`src/rtl/alu_muldiv_control_pkg.sv`:
```
// Shared ALU op/control codes, funct field values, and muldiv FSM states
// for the ALU control decoder and its iterative multiply/divide engine.
package alu_muldiv_control_pkg;

    localparam logic [1:0] OP_ADD   = 2'b00;
    localparam logic [1:0] OP_SUB   = 2'b01;
    localparam logic [1:0] OP_RTYPE = 2'b10;

    localparam logic [3:0] CTL_AND  = 4'b0000;
    localparam logic [3:0] CTL_OR   = 4'b0001;
    localparam logic [3:0] CTL_ADD  = 4'b0010;
    localparam logic [3:0] CTL_SUB  = 4'b0110;
    localparam logic [3:0] CTL_SLT  = 4'b0111;
    localparam logic [3:0] CTL_SLTU = 4'b1000;
    localparam logic [3:0] CTL_NOR  = 4'b1100;

    localparam logic [5:0] F_ADD   = 6'b100000;
    localparam logic [5:0] F_SUB   = 6'b100010;
    localparam logic [5:0] F_AND   = 6'b100100;
    localparam logic [5:0] F_OR    = 6'b100101;
    localparam logic [5:0] F_NOR   = 6'b100111;
    localparam logic [5:0] F_SLT   = 6'b101010;
    localparam logic [5:0] F_SLTU  = 6'b101011;
    localparam logic [5:0] F_MULT  = 6'b011000;
    localparam logic [5:0] F_MULTU = 6'b011001;
    localparam logic [5:0] F_DIV   = 6'b011010;
    localparam logic [5:0] F_DIVU  = 6'b011011;
    localparam logic [5:0] F_MTHI  = 6'b010001;
    localparam logic [5:0] F_MTLO  = 6'b010011;

    typedef enum logic [2:0] {
        ST_IDLE,
        ST_MUL,
        ST_DIV,
        ST_FIX,
        ST_DONE
    } state_e;

    function automatic logic [3:0] alu_control(input logic [1:0] op, input logic [5:0] funct);
        logic [3:0] ctl;
        ctl = CTL_AND;
        case (op)
            OP_ADD:   ctl = CTL_ADD;
            OP_SUB:   ctl = CTL_SUB;
            OP_RTYPE: begin
                case (funct)
                    F_ADD:   ctl = CTL_ADD;
                    F_SUB:   ctl = CTL_SUB;
                    F_AND:   ctl = CTL_AND;
                    F_OR:    ctl = CTL_OR;
                    F_NOR:   ctl = CTL_NOR;
                    F_SLT:   ctl = CTL_SLT;
                    F_SLTU:  ctl = CTL_SLTU;
                    default: ctl = CTL_AND;
                endcase
            end
            default:  ctl = CTL_AND;
        endcase
        return ctl;
    endfunction

endpackage

```
`src/rtl/alu_muldiv_control_muldiv_iter.sv`:
```
// Iterative shift-add multiplier / restoring divider core with sign fix-up.
// MULDIV_EARLY_EXIT_EN: finish a multiply as soon as the remaining multiplier bits are zero.
module alu_muldiv_control_muldiv_iter
    import alu_muldiv_control_pkg::*;
#(
    parameter int unsigned WIDTH = 32
) (
    input  logic             clock,
    input  logic             reset,
    input  logic             load_i,
    input  logic             step_i,
    input  logic             is_div_i,
    input  logic             is_signed_i,
    input  logic [WIDTH-1:0] a_i,
    input  logic [WIDTH-1:0] b_i,
    output logic             finish_o,
    output logic [WIDTH-1:0] res_hi_o,
    output logic [WIDTH-1:0] res_lo_o,
    output logic             div_zero_o
);

    localparam int unsigned CW = $clog2(WIDTH) + 1;

    logic [CW-1:0]      cnt_q;
    logic [2*WIDTH-1:0] prod_q, mcand_q, prod_fix;
    logic [WIDTH-1:0]   mplier_q, rem_q, quo_q, dvsr_q, a_raw_q;
    logic               neg_a_q, neg_b_q, sgn_q, is_div_q, bzero_q;
    logic [WIDTH-1:0]   mag_a, mag_b, rem_next, diff, quo_fix, rem_fix;
    logic [WIDTH:0]     trial;
    logic               ge, last;

    assign mag_a = (is_signed_i && a_i[WIDTH-1]) ? -a_i : a_i;
    assign mag_b = (is_signed_i && b_i[WIDTH-1]) ? -b_i : b_i;

    // Restoring step: the true difference always fits WIDTH bits whenever it is kept.
    assign trial    = {rem_q, quo_q[WIDTH-1]};
    assign ge       = trial[WIDTH] || (trial[WIDTH-1:0] >= dvsr_q);
    assign diff     = trial[WIDTH-1:0] - dvsr_q;
    assign rem_next = ge ? diff : trial[WIDTH-1:0];

    always_ff @(posedge clock) begin
        if (!reset) begin
            cnt_q    <= '0;
            prod_q   <= '0;
            mcand_q  <= '0;
            mplier_q <= '0;
            rem_q    <= '0;
            quo_q    <= '0;
            dvsr_q   <= '0;
            a_raw_q  <= '0;
            neg_a_q  <= 1'b0;
            neg_b_q  <= 1'b0;
            sgn_q    <= 1'b0;
            is_div_q <= 1'b0;
            bzero_q  <= 1'b0;
        end else if (load_i) begin
            cnt_q    <= CW'(WIDTH);
            prod_q   <= '0;
            mcand_q  <= {{WIDTH{1'b0}}, mag_a};
            mplier_q <= mag_b;
            rem_q    <= '0;
            quo_q    <= mag_a;
            dvsr_q   <= mag_b;
            a_raw_q  <= a_i;
            neg_a_q  <= is_signed_i && a_i[WIDTH-1];
            neg_b_q  <= is_signed_i && b_i[WIDTH-1];
            sgn_q    <= is_signed_i;
            is_div_q <= is_div_i;
            bzero_q  <= (b_i == '0);
        end else if (step_i) begin
            cnt_q <= cnt_q - CW'(1);
            if (is_div_q) begin
                rem_q <= rem_next;
                quo_q <= {quo_q[WIDTH-2:0], ge};
            end else begin
                if (mplier_q[0]) begin
                    prod_q <= prod_q + mcand_q;
                end
                mcand_q  <= mcand_q << 1;
                mplier_q <= mplier_q >> 1;
            end
        end
    end

    assign last = (cnt_q == CW'(1));

`ifdef MULDIV_EARLY_EXIT_EN
    assign finish_o = last || (!is_div_q && (mplier_q == '0));
`else
    assign finish_o = last;
`endif

    assign prod_fix = (sgn_q && (neg_a_q ^ neg_b_q)) ? -prod_q : prod_q;
    assign quo_fix  = (sgn_q && (neg_a_q ^ neg_b_q)) ? -quo_q : quo_q;
    assign rem_fix  = (sgn_q && neg_a_q) ? -rem_q : rem_q;

    always_comb begin
        res_hi_o = prod_fix[2*WIDTH-1:WIDTH];
        res_lo_o = prod_fix[WIDTH-1:0];
        if (is_div_q) begin
            if (bzero_q) begin
                res_hi_o = a_raw_q;
                res_lo_o = '1;
            end else begin
                res_hi_o = rem_fix;
                res_lo_o = quo_fix;
            end
        end
    end

    assign div_zero_o = is_div_q && bzero_q;

endmodule

```
`src/rtl/alu_muldiv_control.sv`:
```
// ALU control decoder plus muldiv handshake FSM and HI/LO registers.
// Early-exit multiply is selected inside the core by MULDIV_EARLY_EXIT_EN.
module alu_muldiv_control
    import alu_muldiv_control_pkg::*;
#(
    parameter int unsigned WIDTH = 32
) (
    input  logic             clock,
    input  logic             reset,
    input  logic [1:0]       op,
    input  logic [5:0]       funct,
    input  logic             start,
    input  logic [WIDTH-1:0] a,
    input  logic [WIDTH-1:0] b,
    output logic [3:0]       control,
    output logic             busy,
    output logic             done,
    output logic [WIDTH-1:0] hi,
    output logic [WIDTH-1:0] lo,
    output logic             div_zero
);

    state_e           state_q, state_d;
    logic             is_rtype, is_mul, is_div, is_mthi, is_mtlo, is_signed, accept;
    logic             load, step, fix, finish, res_div_zero;
    logic [WIDTH-1:0] hi_q, lo_q, res_hi, res_lo;
    logic             div_zero_q;

    assign control = alu_control(op, funct);

    assign is_rtype  = (op == OP_RTYPE);
    assign is_mul    = is_rtype && ((funct == F_MULT) || (funct == F_MULTU));
    assign is_div    = is_rtype && ((funct == F_DIV) || (funct == F_DIVU));
    assign is_mthi   = is_rtype && (funct == F_MTHI);
    assign is_mtlo   = is_rtype && (funct == F_MTLO);
    assign is_signed = (funct == F_MULT) || (funct == F_DIV);
    assign accept    = (state_q == ST_IDLE) && start && (is_mul || is_div || is_mthi || is_mtlo);

    always_ff @(posedge clock) begin
        if (!reset) begin
            state_q <= ST_IDLE;
        end else begin
            state_q <= state_d;
        end
    end

    always_comb begin
        state_d = state_q;
        load    = 1'b0;
        step    = 1'b0;
        fix     = 1'b0;
        case (state_q)
            ST_IDLE: begin
                if (accept && is_mul) begin
                    load    = 1'b1;
                    state_d = ST_MUL;
                end else if (accept && is_div) begin
                    load    = 1'b1;
                    state_d = ST_DIV;
                end
            end
            ST_MUL, ST_DIV: begin
                step = 1'b1;
                if (finish) begin
                    state_d = ST_FIX;
                end
            end
            ST_FIX: begin
                fix     = 1'b1;
                state_d = ST_DONE;
            end
            ST_DONE: state_d = ST_IDLE;
            default: state_d = ST_IDLE;
        endcase
    end

    alu_muldiv_control_muldiv_iter #(
        .WIDTH(WIDTH)
    ) u_iter (
        .clock      (clock),
        .reset      (reset),
        .load_i     (load),
        .step_i     (step),
        .is_div_i   (is_div),
        .is_signed_i(is_signed),
        .a_i        (a),
        .b_i        (b),
        .finish_o   (finish),
        .res_hi_o   (res_hi),
        .res_lo_o   (res_lo),
        .div_zero_o (res_div_zero)
    );

    always_ff @(posedge clock) begin
        if (!reset) begin
            hi_q       <= '0;
            lo_q       <= '0;
            div_zero_q <= 1'b0;
        end else begin
            if (fix) begin
                hi_q       <= res_hi;
                lo_q       <= res_lo;
                div_zero_q <= res_div_zero;
            end else if (accept) begin
                div_zero_q <= 1'b0;
                if (is_mthi) begin
                    hi_q <= a;
                end
                if (is_mtlo) begin
                    lo_q <= a;
                end
            end
        end
    end

    assign busy     = (state_q == ST_MUL) || (state_q == ST_DIV) || (state_q == ST_FIX);
    assign done     = (state_q == ST_DONE);
    assign hi       = hi_q;
    assign lo       = lo_q;
    assign div_zero = div_zero_q;

endmodule

```
`config.mk`:
```
export PLATFORM = sky130hd
export DESIGN_NAME = alu_muldiv_control
export DESIGN_NICKNAME = d
export VERILOG_FILES = /design/src/rtl/alu_muldiv_control_pkg.sv /design/src/rtl/alu_muldiv_control_muldiv_iter.sv /design/src/rtl/alu_muldiv_control.sv
export SDC_FILE = /design/constraint.sdc
export NUM_CORES = 1
export LEC_CHECK = 0
export CAP_MARGIN = 20
export CORE_UTILIZATION = 30
export CTS_BUF_LIST = sky130_fd_sc_hd__clkbuf_16
export DETAILED_ROUTE_END_ITERATION = 7
export GPL_TIMING_DRIVEN = 0
export SLEW_MARGIN = 20
export SYNTH_ARGS = -nofsm -noshare
export SYNTH_HDL_FRONTEND = slang
export SYNTH_SLANG_ARGS = --single-unit
```
`constraint.sdc`:
```
create_clock -name clock -period 5.1 [get_ports clock]
set_input_delay 1.02 -clock clock [delete_from_list [all_inputs] [get_ports clock]]
set_output_delay 1.02 -clock clock [all_outputs]
set_load 0.03 [all_outputs]
```
# [Yosys cells after proc, flatten, opt, wreduce, memory -nomap -nowiden]
# Cells that the tools add are included.
[word_totals] register_bits=367 latchBits=0 ram_bits=0 rom_bits=0 out_inout_bits=71 mem_count=0
[classes] n_addsub=8 multipliers=0 n_div=0 n_lt_le_gt_ge=1 eq_ne=22 n_shift=0 muxes=40 bitwise=3 reduce_logical=40
[op_table] operator="32-bit 2-to-1 mux" n=24
[op_table] operator="32-bit negator" n=4
[op_table] operator="64-bit adder" n=1
[op_table] operator="64-bit 2-to-1 mux" n=1
[op_table] operator="64-bit negator" n=1
[op_table] operator="6-bit by 5-bit equality test with 1-bit output (second input constant)" n=6
[op_table] operator="6-bit equality test (second input constant)" n=6
[op_table] operator="32-bit greater-or-equal comparator" n=1
[op_table] operator="32-bit zero test" n=1
[op_table] operator="32-bit subtractor" n=1
[op_table] operator="4-bit one-hot mux with 6 select lines" n=1
[op_table] operator="2-bit AND reduction" n=7
[op_table] operator="1-bit logical AND" n=13
[op_table] operator="6-bit 2-to-1 mux" n=2
[op_table] operator="4-bit one-hot mux with 3 select lines" n=1
[op_table] operator="2-bit nonzero test" n=5
[op_table] operator="1-bit logical OR" n=9
[op_table] operator="3-bit 2-to-1 mux" n=3
[op_table] operator="3-bit one-hot mux with 3 select lines" n=1
[op_table] operator="1-bit 2-to-1 mux" n=7
[op_table] operator="3-bit by 2-bit equality test with 1-bit output (second input constant)" n=2
[op_table] operator="6-bit by 1-bit equality test with 1-bit output (second input constant)" n=1
[op_table] operator="6-bit by 1-bit subtractor with 6-bit output (second input constant)" n=1
[op_table] operator="2-bit != test (second input constant)" n=2
[op_table] operator="other kinds (11)" n=13

# [Longest topological paths before layout]
# Gate-level depths: netlist of the first run.
[depth] word_depth=13 mapped_depth=15

# [Modules after synthesis]
# Synthesis of the first run repeated with hierarchy kept, for this count alone.
[unflattened] cells_unflattened=3392 area_unflattened_um2=25580.8
[by_module_without_submodules] module="alu_muldiv_control_muldiv_iter" n_inst=1 cells_per_inst=2934 area_each_um2=21478.1 seq_area_each_um2=5985.7
[by_module_without_submodules] module="alu_muldiv_control" n_inst=1 cells_per_inst=458 area_each_um2=4102.7 seq_area_each_um2=1361.3

# [Worst setup path after synthesis of the first run]
# Ideal clock, no wire load.
[synth_timing] kind="input -> register" startpoint="input port b[8]" endpoint="register u_iter.mplier_q[27]" setup_ps=136 arrival_time_ps=3150 t_required_ps=4964 slack_ps=1814 cell_stages=10 path_cell_list="or4_1 > nor2_1 > nand3_1 > nor3b_1 > nand2_1 > nor4_1 > a21oi_1 > xor2_1 > o21ai_0 > a31oi_1"
[synth_between] elab_chain_len=3
[synth_lines] item="start: declaration" line="alu_muldiv_control.sv:14" source="input logic [WIDTH-1:0] b,"
[synth_lines] item="32-bit negator" line="alu_muldiv_control_muldiv_iter.sv:33" source="assign mag_b = (is_signed_i && b_i[WIDTH-1]) ? -b_i : b_i;"
[synth_lines] item="32-bit 2-to-1 mux" line="alu_muldiv_control_muldiv_iter.sv:33"
[synth_lines] item="32-bit 2-to-1 mux" line="alu_muldiv_control_muldiv_iter.sv:56" source="end else if (load_i) begin"
[synth_lines] item="end signal: assignment" line="alu_muldiv_control_muldiv_iter.sv:60" source="mplier_q <= mag_b;"
[synth_lines] item="end signal: assignment" line="alu_muldiv_control_muldiv_iter.sv:80" source="mplier_q <= mplier_q >> 1;"
[synth_lines] item="end: declaration" line="alu_muldiv_control_muldiv_iter.sv:26" source="logic [WIDTH-1:0] mplier_q, rem_q, quo_q, dvsr_q, a_raw_q;"
# Every way passes these cells.
# A chain may end at the register's enable or synchronous reset.

# [Worst setup path in the final report of the first run]
[layout_timing] startpoint="register u_iter.quo_q[31]" endpoint="register u_iter.rem_q[29]"
[layout_between] elab_chain_len=3 elab_cells_between_ends=4 cone_classes="add/sub (1); order compare (1); mux (1); reduce/logical (1)"
[layout_lines] item="start: declaration" line="alu_muldiv_control_muldiv_iter.sv:26"
[layout_lines] item="start signal: assignment" line="alu_muldiv_control_muldiv_iter.sv:62" source="quo_q <= mag_a;"
[layout_lines] item="start signal: assignment" line="alu_muldiv_control_muldiv_iter.sv:74" source="quo_q <= {quo_q[WIDTH-2:0], ge};"
[layout_lines] item="32-bit greater-or-equal comparator" line="alu_muldiv_control_muldiv_iter.sv:37" source="assign ge = trial[WIDTH] || (trial[WIDTH-1:0] >= dvsr_q);"
[layout_lines] item="1-bit logical OR" line="alu_muldiv_control_muldiv_iter.sv:37"
[layout_lines] item="32-bit 2-to-1 mux (*)" line="alu_muldiv_control_muldiv_iter.sv:39" source="assign rem_next = ge ? diff : trial[WIDTH-1:0];"
[layout_lines] item="end signal: assignment" line="alu_muldiv_control_muldiv_iter.sv:73" source="rem_q <= rem_next;"
[layout_lines] item="end: declaration" line="alu_muldiv_control_muldiv_iter.sv:26"
# Mark *: on every way between the ends. The rest lies on a longest branch, timed or not.

==> results of run 1 <==
-- cell type report --
type / count / area [sq um] / area share, %
antenna: 1 / 2.50 / 0.00872
buffer: 216 / 813 / 2.83
clock buffer: 46 / 1150 / 4.01
clock inverter: 34 / 418 / 1.46
inverter: 76 / 285 / 0.994
multi-input combinational: 2618 / 16000 / 55.8
sequential: 367 / 7350 / 25.6
tap: 1060 / 1330 / 4.62
timing repair buffer: 135 / 1350 / 4.71
-- cells in the final DEF, fill, tap and decap left out, types with 36 or more instances in the layout --
cell,n
sky130_fd_sc_hd__nand2_1,572
sky130_fd_sc_hd__a21oi_1,370
sky130_fd_sc_hd__dfxtp_1,367
sky130_fd_sc_hd__o21ai_0,244
sky130_fd_sc_hd__clkbuf_1,198
sky130_fd_sc_hd__nor2_1,189
sky130_fd_sc_hd__xnor2_1,148
sky130_fd_sc_hd__clkdlybuf4s50_1,135
sky130_fd_sc_hd__xor2_1,115
sky130_fd_sc_hd__mux2i_1,105
sky130_fd_sc_hd__ha_1,102
sky130_fd_sc_hd__inv_1,84
sky130_fd_sc_hd__a21o_1,72
sky130_fd_sc_hd__and2_1,68
sky130_fd_sc_hd__nor3_1,64
sky130_fd_sc_hd__a31oi_1,52
sky130_fd_sc_hd__clkbuf_16,46
sky130_fd_sc_hd__nand3_1,45
sky130_fd_sc_hd__and3_1,36
-- worst max path at each step --
| stage | slack [ns] | from | endpoint | cells after the start |
|---|---|---|---|---|
| after floorplan | 1.81 | b[8] | u_iter.mplier_q[27] | 10 |
| after global placement | 0.20 | funct[4] | u_iter.mplier_q[23] | 9 |
| after detailed placement | 0.20 | funct[4] | u_iter.mplier_q[4] | 9 |
| after CTS | 0.66 | u_iter.quo_q[31] | u_iter.rem_q[29] | 14 |
| after global routing | 0.33 | u_iter.quo_q[31] | u_iter.rem_q[29] | 14 |
| final | 0.56 | u_iter.quo_q[31] | u_iter.rem_q[29] | 14 |
-- worst register-to-register path: stages (launching register included) --
cell and delay (ns):
sky130_fd_sc_hd__dfxtp_1 0.55, sky130_fd_sc_hd__inv_1 0.09, sky130_fd_sc_hd__ha_1 0.23, sky130_fd_sc_hd__fa_1 0.42
sky130_fd_sc_hd__nor2b_1 0.14, sky130_fd_sc_hd__o21ai_0 0.12, sky130_fd_sc_hd__a21boi_0 0.23, sky130_fd_sc_hd__o21ai_0 0.18
sky130_fd_sc_hd__a211oi_1 0.55, sky130_fd_sc_hd__nor3_1 0.14, sky130_fd_sc_hd__o21ai_0 0.25, sky130_fd_sc_hd__clkbuf_1 0.37
sky130_fd_sc_hd__nand2_1 0.35, sky130_fd_sc_hd__or4_1 0.67, sky130_fd_sc_hd__a31oi_1 0.15
-- cells in the mapped netlist (all sizes together) (16+ instances only) --
cell	count	area share [%]
a21boi	16	0.49
a21o	72	2.2
a21oi	370	7.6
a22oi	29	0.89
a31oi	52	1.3
and2	69	1.8
and3	36	0.92
buf	17	0.27
clkbuf	199	3.1
dfxtp	367	30
ha	102	5.2
inv	76	1.2
mux2i	105	4.3
nand2	573	8.8
nand2b	22	0.56
nand3	45	0.92
nand4	23	0.59
nor2	189	2.9
nor2b	22	0.56
nor3	65	1.4
nor4	28	0.80
o211ai	25	0.77
o21ai	247	5.1
o221ai	34	1.2
o31ai	33	1.0
or3	21	0.56
xnor2	148	5.3
xor2	115	4.1
-- cells by family after synthesis --
group	Yosys count
compound gates	992
xor+xnor	263
fa+ha+maj	104
buf+inv	292
flops	367
mux	117
simple gates	1142
-- power by group --
group / switching (mW) / total, mW / internal (mW) / leakage [nW]
clock network: 1.40 / 3.49 / 2.10 / 0.784
registers: 0.00824 / 2.88 / 2.88 / 2.96
logic: 0.286 / 0.430 / 0.144 / 7.67
total: 1.69 / 6.81 / 5.12 / 11.4
-- stage by stage --
stage	setup slack [ns]	power [mW]	area [sq um]
6_report	0.560	6.81	28700
5_1_grt	0.333	6.98	28700
4_1_cts	0.663	6.83	28700
3_5_place_dp	0.197	3.37	27100
3_3_place_gp	0.202	3.37	27100
2_1_floorplan	1.81	3.16	24500
-- state kept, by name, summed over array words and instances, names as in the netlist --
name	cells
u_iter.mplier_q	32
u_iter.dvsr_q	32
u_iter.a_raw_q	32
u_iter.cnt_q	6
u_iter.is_div_q	1
u_iter.prod_q	64
u_iter.quo_q	32
lo	32
div_zero	1
u_iter.sgn_q	1
u_iter.neg_b_q	1
hi	32
u_iter.rem_q	32
u_iter.bzero_q	1
state_q	3
u_iter.neg_a_q	1
u_iter.mcand_q	64
-- layer usage --
layer,global-route usage [%],up-vias,routed length [um]
met1,31.7,12000,43400
met4,10.0,0,4470
met3,3.08,198,7830
met5,0,-,0
met2,35.7,1141,42200
li1,-,12000,-
==> summary.log, run 1 <==
INFO  sta            timing_hold_violations_final=0
INFO  route          drt_pre_antenna_iters=8
INFO  power          power.density=237mW/mm^2
INFO  flow_run       maxCapViolations=0
INFO  critical_path  worstReg2RegEnd=u_iter.rem_q[29]
INFO  hold_path      worst_hold_path_type=register to register
INFO  sta            finalCritPeriodShare=89.0%
INFO  route          drcViolationCount=0
INFO  yosys          synth-seq-cells=367
INFO  run_status     outcome=complete, no violations
INFO  global_route   grt_pass1_wl=145mm
INFO  yosys          synth_mux_area_share=4.85%
INFO  clock_tree     cts-hold-fix-buffers=0
INFO  critical_path  regToRegStartpoint=u_iter.quo_q[31]
INFO  route          detail_route.vias_per_cell=5.56
INFO  power          vdd_drop_max=0.000208V
INFO  critical_path  critical_path.most_common_cell=sky130_fd_sc_hd__o21ai_0
INFO  critical_path  critical_path.max_stage_delay=0.67ns
INFO  sta            rsz0062_at_grt=no
INFO  sta            tightest_slew=1.12ns
INFO  floorplanning  die_width=287um
INFO  hold_path      worst_hold_path.num_cells=2
INFO  finish         post_route_cells_drive_above_1_share=2.92%
INFO  placement      hpwl=77.0mm
INFO  clock_tree     cts_max_level=2
INFO  critical_path  cp_num_buf_inv=2
INFO  sta            final-setup-viol-count=0
INFO  yosys          synth-main-ff-cell=sky130_fd_sc_hd__dfxtp_1
INFO  clock_tree     cts-buffers-inserted=45
INFO  finish         area_growth_syn_to_layout=17.4%
INFO  sta            clock.fmax=220MHz
INFO  yosys          synthAdderAreaFrac=5.38%
INFO  yosys          post_synth.cell_area_avg=7.46squm
INFO  critical_path  worstSetupPathType=register to register
INFO  floorplanning  rows=104
INFO  yosys          synth_edf_count=0
INFO  yosys          instance_count_of_the_mapped_netlist=3277
INFO  hold_path      hold_path_startpoint=u_iter.a_raw_q[8]
INFO  floorplanning  die-height=287um
INFO  hold_path      min_to=u_iter.a_raw_q[8]
INFO  yosys          synth_area=0.0245sqmm
INFO  global_route   global_route.overflow_total=0
INFO  critical_path  cp_max_fo=10
INFO  yosys          ys_warn_count=0
INFO  yosys          postSynth.asyncResetShare=0%
INFO  floorplanning  io-pin-count=146
INFO  global_route   first_global_vias=23100
INFO  yosys          yosys.area_share.xor_xnor=9.42%
INFO  clock_tree     clk_path_buf_depth=3
INFO  clock_tree     clock-root-buffer=sky130_fd_sc_hd__clkbuf_16
INFO  clock_tree     path_clk_slew=0.07ns
INFO  placement      io_buffers=135
INFO  sta            timing.setup.tns=0ns
INFO  sta            worst_hold_slack=0.462ns
INFO  global_route   largest_net_degree_at_the_start_of_global_routing=14
INFO  clock_tree     worstSkewPairLatency=0.62ns
INFO  yosys          distinct_cells_synth=72
INFO  critical_path  crit_chain=inv_1 -> ha_1 -> fa_1 -> nor2b_1 -> o21ai_0 -> a21boi_0 -> o21ai_0 -> a211oi_1 -> nor3_1 -> o21ai_0 -> clkbuf_1 -> nand2_1 -> or4_1 -> a31oi_1
INFO  sta            relative_max_transition_margin=25.3%
INFO  floorplanning  die_area=0.0827sqmm
INFO  finish         filler_cell_count=8577
INFO  yosys          compound_gate_fraction_of_synth_area=24.5%
INFO  critical_path  reg2reg_setup_slack=0.56ns
INFO  floorplanning  initial_core_util=30.4%
INFO  finish         nNetsFinal=3638
INFO  yosys          yosys.area_share.simple=21.3%
INFO  critical_path  critical_path.top_delay_family=compound AO/OA/AOI/OAI gates
INFO  sta            clock_skew=0.0485ns
INFO  clock_tree     cts.repair.resized=0
INFO  global_route   grt_use_total=23.0%
INFO  yosys          syn_nets=3456
INFO  critical_path  setup_crit_start_kind=register
INFO  critical_path  critPathSlowestCell=sky130_fd_sc_hd__or4_1
INFO  route          postRouteAntennaNets=0
INFO  global_route   antenna_violations_before_repair=4
INFO  critical_path  critical_path.endpoint_type=register
INFO  yosys          largest_family_of_logic_cells_by_synthesized_area=compound AO/OA/AOI/OAI gates
INFO  route          route.detailed.wl_per_inst=21.5um
INFO  route          routed_wire_length=97.9mm
INFO  clock_tree     tritoncts=yes
INFO  finish         layoutNonFillerInstCount=4553
INFO  yosys          synth_sequential_area_ratio=30.0%
INFO  floorplanning  core_area=0.0805sqmm
INFO  clock_tree     clock_sink_count=367
INFO  sta            timing.final.max_slew_violations=0
INFO  clock_tree     postCtsSetupBuffers=0
INFO  power          power_leakage=11.4nW
INFO  critical_path  timing.reg2reg.worst_path_depth=14
INFO  placement      placed_cells_incl_taps=4472
INFO  route          vias=25300
INFO  finish         layout.core_utilization=35.6%
INFO  critical_path  critical_path_arrival=5.06ns
INFO  sta            finalCriticalPeriod=4.54ns
INFO  critical_path  required_time_reported_for_the_critical_path_endpoint=5.62ns
INFO  placement      gp_congestion=1.03
INFO  route          detailedRoute.firstIterationViolations=2600
(Power assumes the default switching activity.)
==> inputs of run 2 (changes only) <==
Settings changed: ABC_CLOCK_PERIOD_IN_PS set to 5100, GPL_TIMING_DRIVEN 0 to unset.
==> summary.log, run 2 (synthesized netlist as in run 1, its figures left out) <==
INFO  finish         seqCellArea=0.00735sqmm [about the same]
INFO  sta            timing.final.max_slew_violations=0 [unchanged]
INFO  route          postRouteAntennaNets=0 [unchanged]
INFO  power          power.density=229mW/mm^2 [-3.4%]
INFO  finish         nNetsFinal=3473 [-4.5%]
INFO  finish         post_route_cells_drive_above_1_share=4.72% [+1.8 points]
INFO  finish         mostFrequentLayoutCell=sky130_fd_sc_hd__nand2_1
INFO  flow_run       maxCapViolations=0 [unchanged]
INFO  power          power_leakage=11.3nW [-0.75%]
INFO  global_route   global_route.overflow_total=0 [unchanged]
INFO  critical_path  critical_path.endpoint_type=register
INFO  sta            timing_hold_violations_final=0 [unchanged]
INFO  critical_path  required_time_reported_for_the_critical_path_endpoint=5.60ns [-0.02 ns]
INFO  critical_path  setup_crit_start_kind=register
INFO  route          routed_wire_length=84.2mm [-14%]
INFO  finish         filler_cell_count=8434 [-1.7%]
INFO  sta            finalCriticalPeriod=4.25ns [-0.292 ns]
INFO  clock_tree     cts_max_level=2 [unchanged]
INFO  floorplanning  core_area=0.0805sqmm [unchanged]
INFO  floorplanning  die_width=287um [unchanged]
INFO  finish         area_growth_syn_to_layout=15.4%
INFO  run_status     outcome=complete, no violations
INFO  clock_tree     path_clk_slew=0.06ns [about the same]
INFO  floorplanning  initial_core_util=30.4% [unchanged]
INFO  clock_tree     tritoncts=yes
INFO  clock_tree     postCtsSetupBuffers=0 [unchanged]
INFO  clock_tree     clk_path_buf_depth=3 [unchanged]
INFO  finish         biggest_registers_after_layout=u_iter.mcand_q: 64 flops, u_iter.prod_q: 64 flops
INFO  placement      io_buffers=145 [+7.4%]
INFO  route          drt_pre_antenna_iters=5 [-3]
INFO  critical_path  worstSetupPathType=register to register
INFO  floorplanning  die_area=0.0827sqmm [unchanged]
INFO  sta            clock.fmax=235MHz [+6.9%]
INFO  floorplanning  die-height=287um [unchanged]
INFO  floorplanning  io-pin-count=146 [unchanged]
INFO  route          detailedRoute.firstIterationViolations=1961 [-25%]
INFO  power          vdd_drop_max=0.000195V [-6.2%]
INFO  placement      gp_congestion=0.936 [-9.0%]
INFO  global_route   first_global_vias=22000 [-4.7%]
INFO  clock_tree     worstSkewPairLatency=0.60ns [-0.02 ns]
INFO  hold_path      worst_hold_path_type=register to register
INFO  critical_path  cp_max_fo=7 [-3]
INFO  route          route.detailed.wl_per_inst=19.2um [-11%]
INFO  sta            tightest_slew=1.09ns [-0.0284 ns]
INFO  global_route   grt_pass1_wl=130mm [-10%]
INFO  finish         multi_input_comb_area=0.0161sqmm [+0.34%]
INFO  clock_tree     clock-root-buffer=sky130_fd_sc_hd__clkbuf_16
INFO  global_route   antenna_violations_before_repair=4 [unchanged]
INFO  sta            finalCritPeriodShare=83.3% [-5.7 points]
INFO  route          detail_route.vias_per_cell=5.39 [-3.0%]
INFO  sta            timing.setup.tns=0ns [unchanged]
INFO  clock_tree     cts.repair.resized=0 [unchanged]
INFO  floorplanning  rows=104 [unchanged]
INFO  finish         most_used_cells_in_the_layout_excluding_fill_and_tap_cells=sky130_fd_sc_hd__nand2_1 (567), sky130_fd_sc_hd__a21oi_1 (370), sky130_fd_sc_hd__dfxtp_1 (365), sky130_fd_sc_hd__o21ai_0 (243), sky130_fd_sc_hd__nor2_1 (187)
INFO  clock_tree     cts-hold-fix-buffers=0 [unchanged]
INFO  sta            clock_skew=0.0266ns [-0.0219 ns]
INFO  route          drcViolationCount=0 [unchanged]
INFO  route          vias=23600 [-6.6%]
INFO  global_route   largest_net_degree_at_the_start_of_global_routing=97 [+83]
INFO  placement      hpwl=62.1mm [-19%]
INFO  clock_tree     clock_sink_count=367 [unchanged]
INFO  global_route   grt_use_total=19.9% [-3.1 points]
INFO  clock_tree     cts-buffers-inserted=42 [-6.7%]
INFO  finish         layout.core_utilization=35.0% [-0.61 points]
INFO  sta            final-setup-viol-count=0 [unchanged]
INFO  sta            rsz0062_at_grt=no
INFO  critical_path  critical_path_arrival=4.75ns [-0.31 ns]
INFO  sta            relative_max_transition_margin=27.2% [+1.9 points]
-- run 2: cell type report --
cell class,instances,area share [%]
multi-input cells,2618,57.0
clock buffers,42,3.72
diodes,1,0.00887
well taps,1060,4.70
clock inverters,33,1.15
repair buffers,189,6.39
flip-flops and latches,367,26.1
inverters,76,1.01
-- run 2: critical path: stages, from the launching register on --
cell and delay (ns):
sky130_fd_sc_hd__dfxtp_1 0.39, sky130_fd_sc_hd__ha_1 0.44, sky130_fd_sc_hd__nand4_1 0.23, sky130_fd_sc_hd__a2111oi_0 0.41, sky130_fd_sc_hd__o21ai_0 0.32, sky130_fd_sc_hd__o22ai_1 0.30
sky130_fd_sc_hd__o311ai_0 0.24, sky130_fd_sc_hd__a21oi_1 0.59, sky130_fd_sc_hd__a311oi_1 0.29, sky130_fd_sc_hd__or4_1 0.56, sky130_fd_sc_hd__o21ai_0 0.15, sky130_fd_sc_hd__nor3_1 0.08
sky130_fd_sc_hd__nor3_1 0.16
-- run 2: per-layer routing --
metal  part of all wire [%]  wire [um]  up-vias  track usage (%)
met5                  0.020         17        -                0
met1                     46      38500    11200             27.3
met2                     45      37500      706             31.5
li1                       -          -    11600                -
met4                    2.8       2370        4             5.90
met3                    6.8       5740      112             3.69
-- run 2: stage by stage --
stage                     std cells  total power, mW  instance area, sq um  hold slack [ns]  setup slack, ns
after CTS                      4385             6.50                 28200            0.456            0.939
after global placement         4310             3.35                 26800            0.440            0.614
final                          4386             6.46                 28200            0.454            0.852
after detailed placement       4310             3.35                 26800            0.447            0.569
after global routing           4386             6.66                 28200            0.480            0.702
after floorplan                3277             3.16                 24500            0.431             1.81
-- run 2: power breakdown --
group	leakage, nW	internal [mW]	switching [mW]
clock	0.680	1.81	1.36
combinational	7.69	0.151	0.258
sequential	2.96	2.88	0.00815
total	11.3	4.83	1.63
-- run 2: path summary, 6_finish.rpt --
path                            slack [ns]  cells after the start               from           endpoint
worst max-delay path                  0.85                     12  u_iter.prod_q[11]  u_iter.prod_q[63]
worst min-delay path                  0.45                      2  u_iter.a_raw_q[6]  u_iter.a_raw_q[6]
worst max register to register        0.85                     12  u_iter.prod_q[11]  u_iter.prod_q[63]
worst min register to register        0.45                      2  u_iter.a_raw_q[6]  u_iter.a_raw_q[6]
